File: config.mk
export PLATFORM = sky130hd
export DESIGN_NAME = button_conditioner
export DESIGN_NICKNAME = d
export VERILOG_FILES = /design/src/rtl/button_conditioner.sv
export SDC_FILE = /design/constraint.sdc
export NUM_CORES = 1
export LEC_CHECK = 0
export ABC_CLOCK_PERIOD_IN_PS = 21100
export BUFFER_PORTS_ARGS = -buffer_cell sky130_fd_sc_hd__buf_2
export CORE_UTILIZATION = 50
export CTS_CLUSTER_DIAMETER = 150
export DETAILED_ROUTE_END_ITERATION = 10
export PLACE_DENSITY = 0.69
export SYNTH_ARGS = -nofsm -noshare
export SYNTH_HDL_FRONTEND = slang
export SYNTH_SLANG_ARGS = --single-unit
File: constraint.sdc
create_clock -name clk -period 21.1 [get_ports clk]
set_clock_uncertainty 0.1 [all_clocks]
set_input_delay 3.165 -clock clk [delete_from_list [all_inputs] [get_ports clk]]
set_output_delay 3.165 -clock clk [all_outputs]
set_load 0.02 [all_outputs]
File: src/rtl/button_conditioner.sv
// Push-button front end: per-bit 2-flop synchronizer, debounce filter, registered level,
// press/release pulses and a once-per-press long-hold pulse.
module button_conditioner #(
   parameter int unsigned N_BTN           = 5,
   parameter int unsigned DEBOUNCE_CYCLES = 1_000_000,
   parameter int unsigned LONG_CYCLES     = 100_000_000
) (
   input  logic             clk,
   input  logic             rst,
   input  logic [N_BTN-1:0] btn_in,
   output logic [N_BTN-1:0] btn_level,
   output logic [N_BTN-1:0] btn_press,
   output logic [N_BTN-1:0] btn_release,
   output logic [N_BTN-1:0] btn_long
);

   localparam int unsigned DbW   = $clog2(DEBOUNCE_CYCLES + 1);
   localparam int unsigned HoldW = $clog2(LONG_CYCLES + 1);

   localparam logic [DbW-1:0]   DbLast   = DbW'(DEBOUNCE_CYCLES - 1);
   localparam logic [HoldW-1:0] HoldMax  = HoldW'(LONG_CYCLES);
   localparam logic [HoldW-1:0] HoldLast = HoldW'(LONG_CYCLES - 1);

   for (genvar i = 0; i < N_BTN; i++) begin : g_chan
      logic             s1_q, s1_d;
      logic             s2_q, s2_d;
      logic [DbW-1:0]   db_cnt_q, db_cnt_d;
      logic [HoldW-1:0] hold_cnt_q, hold_cnt_d;
      logic             level_q, level_d;
      logic             press_q, press_d;
      logic             rel_q, rel_d;
      logic             long_q, long_d;

      always_comb begin
         s1_d       = btn_in[i];
         s2_d       = s1_q;
         level_d    = level_q;
         press_d    = 1'b0;
         rel_d      = 1'b0;
         db_cnt_d   = db_cnt_q;
         hold_cnt_d = hold_cnt_q;

         // Any sample agreeing with the current level restarts the debounce window.
         if (s2_q == level_q) begin
            db_cnt_d = '0;
         end else if (db_cnt_q == DbLast) begin
            level_d  = s2_q;
            press_d  = s2_q;
            rel_d    = ~s2_q;
            db_cnt_d = '0;
         end else begin
            db_cnt_d = db_cnt_q + 1'b1;
         end

         // Saturating at LONG_CYCLES keeps the long pulse to once per press.
         long_d = level_q && (hold_cnt_q == HoldLast);
         if (!level_q) begin
            hold_cnt_d = '0;
         end else if (hold_cnt_q != HoldMax) begin
            hold_cnt_d = hold_cnt_q + 1'b1;
         end
      end

      always_ff @(posedge clk or posedge rst) begin
         if (rst) begin
            s1_q       <= 1'b0;
            s2_q       <= 1'b0;
            db_cnt_q   <= '0;
            hold_cnt_q <= '0;
            level_q    <= 1'b0;
            press_q    <= 1'b0;
            rel_q      <= 1'b0;
            long_q     <= 1'b0;
         end else begin
            s1_q       <= s1_d;
            s2_q       <= s2_d;
            db_cnt_q   <= db_cnt_d;
            hold_cnt_q <= hold_cnt_d;
            level_q    <= level_d;
            press_q    <= press_d;
            rel_q      <= rel_d;
            long_q     <= long_d;
         end
      end

      assign btn_level[i]   = level_q;
      assign btn_press[i]   = press_q;
      assign btn_release[i] = rel_q;
      assign btn_long[i]    = long_q;
   end

endmodule
==> flow_summary_export.csv <==
group,metric,value,unit
floorplan,ios,27,
detailed_routing,drc,2,
sta,worst_pin_slew,0.965,ns
floorplan,rows,59,
sta,clock.fmax,0.209,GHz
sta,grt_setup_unrepaired,"no",
finish,diodes,0,
worst_setup_path,critPathMaxStageDelay,0.71,ns
sta,relSlewSlack,0.356,
placed_design,portBuffers,26,
synthesis,ys_top_cells_by_count,"dfrtp_1 (265), nor2_1 (136), nand2_1 (100)",
worst_setup_path,r2r_cells,4,
run,maxCapViolations,0,
global_route,grt_pass1_wl,46500,µm
synthesis,synth_top_area_frac,0.492,
synthesis,synth.area.top_cells,"dfrtp_1 (49%), xnor2_1 (5.0%), nor2_1 (3.8%)",
worst_setup_path,worst-path-stages,1,
detailed_routing,wire_per_inst,14.6,µm
worst_setup_path,worstSetupStartpointType,"flop",
global_route,use_met3,0.0219,
global_route,antenna_found_initial,0,
worst_setup_path,crit_required,17.83,ns
synthesis,synthMuxAreaShare,0.0168,
clocking,cts_tree,"built",
hold_path,hp-class,"flop to flop",
synthesis,ys_seq_area_frac,0.492,
worst_setup_path,worst-path-max-fanout,20,
finish,drive_above_1_share,0.0684,
synthesis,ys_types,48,
worst_setup_path,worst_r2r_endpoint,"g_chan[0].hold_cnt_q[1]",
sta,hold_violations,0,
pwr,leakage,5.51,nW
synthesis,synth_compound_area_frac,0.0805,
finish,final_nets,1432,
detailed_routing,viasPerCell,5.82,
global_route,grt_max_degree,144,
finish,syn2layout_area_growth,9.80,%
synthesis,ys_ff_latch,265,
synthesis,synth_fa_ha_area_frac,0.0139,
clocking,cts_num_sinks,265,
clocking,htreeDepth,1,
synthesis,post-synth-top-count-cell,"dfrtp_1",
floorplan,die_width,166,µm
sta,min_period_over_period,0.227,
sta,period_minus_slack,4.79,ns
hold_path,hp-start,"g_chan[4].s1_q",
clocking,clock_latency,0.54,ns
worst_setup_path,reg2reg_slack,18.68,ns
worst_setup_path,cp_cell_sequence,"buf_2",
sta,fin_setup_tns,0,ns
global_route,grt-busiest-layer,"met2",
floorplan,start_util,0.513,
detailed_routing,wl,25900,µm
synthesis,synthSimpleGateAreaFrac,0.282,
worst_setup_path,crit_buf_inv,1,
global_route,met1_usage,0.282,
global_route,use_met2,0.313,
sta,final-setup-viol-count,0,
worst_setup_path,critPathKind,"flop to output pin",
pwr,ir_drop,0.0587,mV
detailed_routing,drt_iter0_drc,760,
clocking,cts_hold_buf,0,
outcome,status,"finished, violations left",
synthesis,avgSynthCellArea,9.58,µm²
worst_setup_path,cp-end-kind,"output pin",
hold_path,whs_path_depth,0,
worst_setup_path,r2r_start,"g_chan[0].hold_cnt_q[9]",
placed_design,place_hpwl,16600,µm
detailed_routing,num_vias,10288,
synthesis,synth_area,13500,µm²
floorplan,die_h,166,µm
clocking,postCtsSetupBuffers,0,
synthesis,yosysWarningCount,0,
synthesis,synth_area_leader_cell,"dfrtp_1",
synthesis,synth_xor_area_frac,0.0780,
floorplan,die_area,27600,µm²
detailed_routing,drt_pass1_iterations,8,
synthesis,synth_top_family_by_area,"simple AND/OR/NAND/NOR gates",
clocking,clockBufferDepth,3,
clocking,cts_root_buf,"clkbuf_16",
placed_design,globalplace.congestion,0.780,
clocking,cts_buffers,30,
worst_setup_path,cp_data_arrival_time,1.52,ns
hold_path,hold-path-endpoint,"g_chan[4].s2_q",
detailed_routing,detail-route-antenna-nets,0,
sta,slew_viol_final,0,
synthesis,async_flop_share,1.00,
synthesis,synth_cells,1408,
global_route,track_usage,0.194,
synthesis,syn_nets,1430,
floorplan,core,26300,µm²
outcome,violations,"DRC",
global_route,grt_pass1_vias,9897,
global_route,gr-total-overflow,0,
clocking,cts_resized,0,
finish,postLayoutCoreUtil,0.563,
worst_setup_path,crit_path_top_delay_cell,"dfrtp_1",
synthesis,synth_ff_type,"dfrtp_1",
synthesis,synth_edf_count,0,
clocking,path_clk_slew,0.06,ns
pwr,p_per_area,71.9,nW/µm²
worst_setup_path,path_delay_family,"flip-flops",
how the worst max path moves through the flow:
stage | startpoint | endpoint | slack, ns
final | g_chan[1].level_q | btn_level[1] | 16.31
after global routing | g_chan[1].level_q | btn_level[1] | 16.19
after CTS | g_chan[1].level_q | btn_level[1] | 16.28
after detailed placement | rst | g_chan[0].hold_cnt_q[15] | 16.08
after global placement | rst | g_chan[0].hold_cnt_q[9] | 16.09
after floorplan | rst | g_chan[0].db_cnt_q[0] | 10.54
metal layers:
layer  vias up  share of wire  routed length, µm
li1       5107              -                  -
met1      5035           0.50              12900
met2       113           0.46              11800
met3        33          0.031                798
met4         0          0.015                388
met5         -              0                  0
registers in the layout (all words and copies together) (netlist names):
register / count
g_chan.hold_cnt_q: 135
g_chan.db_cnt_q: 100
g_chan.level_q: 5
g_chan.long_q: 5
g_chan.press_q: 5
g_chan.rel_q: 5
g_chan.s1_q: 5
g_chan.s2_q: 5
per-stage QoR:
step | hold slack, ns | setup WS (ns) | power, mW | area [µm²] | std cells
2_1_floorplan | 0.231 | 10.54 | 0.537 | 13500 | 1408
3_3_place_gp | 0.232 | 16.09 | 0.543 | 13800 | 1712
3_5_place_dp | 0.243 | 16.08 | 0.543 | 13800 | 1712
4_1_cts | 0.252 | 16.28 | 1.08 | 14800 | 1766
5_1_grt | 0.261 | 16.19 | 1.10 | 14800 | 1767
6_report | 0.251 | 16.31 | 1.06 | 14800 | 1767
cells in the final DEF (no fill, tap or decap), types with 3 or more instances in the layout:
cell / instances
o21ai_1: 4
nand2_1: 100
nor2_1: 136
buf_4: 6
clkbuf_8: 4
clkinv_2: 8
and3_1: 29
nand3_1: 84
nand2b_1: 12
or3_1: 44
nor3_1: 36
a21oi_1: 84
nor3b_1: 8
ha_1: 15
or4_1: 60
inv_1: 48
bufinv_16: 4
nor2b_1: 4
nand4b_1: 8
o22ai_1: 4
nor4bb_1: 4
dfrtp_1: 265
mux2i_1: 17
and4_1: 19
mux2_2: 5
o31ai_1: 47
nand4_1: 62
nand3b_1: 5
nor4b_1: 13
xnor2_1: 77
o31a_1: 3
xor2_1: 43
clkbuf_16: 31
clkbuf_1: 6
nor4_1: 41
and2_1: 13
or2_2: 4
o21ai_0: 34
buf_2: 26
report_power, final:
group	switching [mW]	total, mW	internal, mW
sequential	0.00334	0.515	0.512
combinational	0.0145	0.0185	0.00404
clock	0.202	0.531	0.329
total	0.219	1.06	0.845
cell families after synthesis:
group | Yosys count
XOR/XNOR | 120
AND/OR/NAND/NOR | 689
AO/OA/AOI/OAI | 184
buffers and inverters | 113
adder cells (fa/ha/maj) | 15
multiplexers | 22
flip-flops | 265
final cells by class:
type	count	area (µm²)
clock buffers	41	853
clock inverters	13	168
fillers	2287	11500
inverters	50	195
multi-input cells	1030	6350
flip-flops and latches	265	6630
well taps	335	419
repair buffers	33	186
Note: power is estimated with default switching activity, not from simulation.
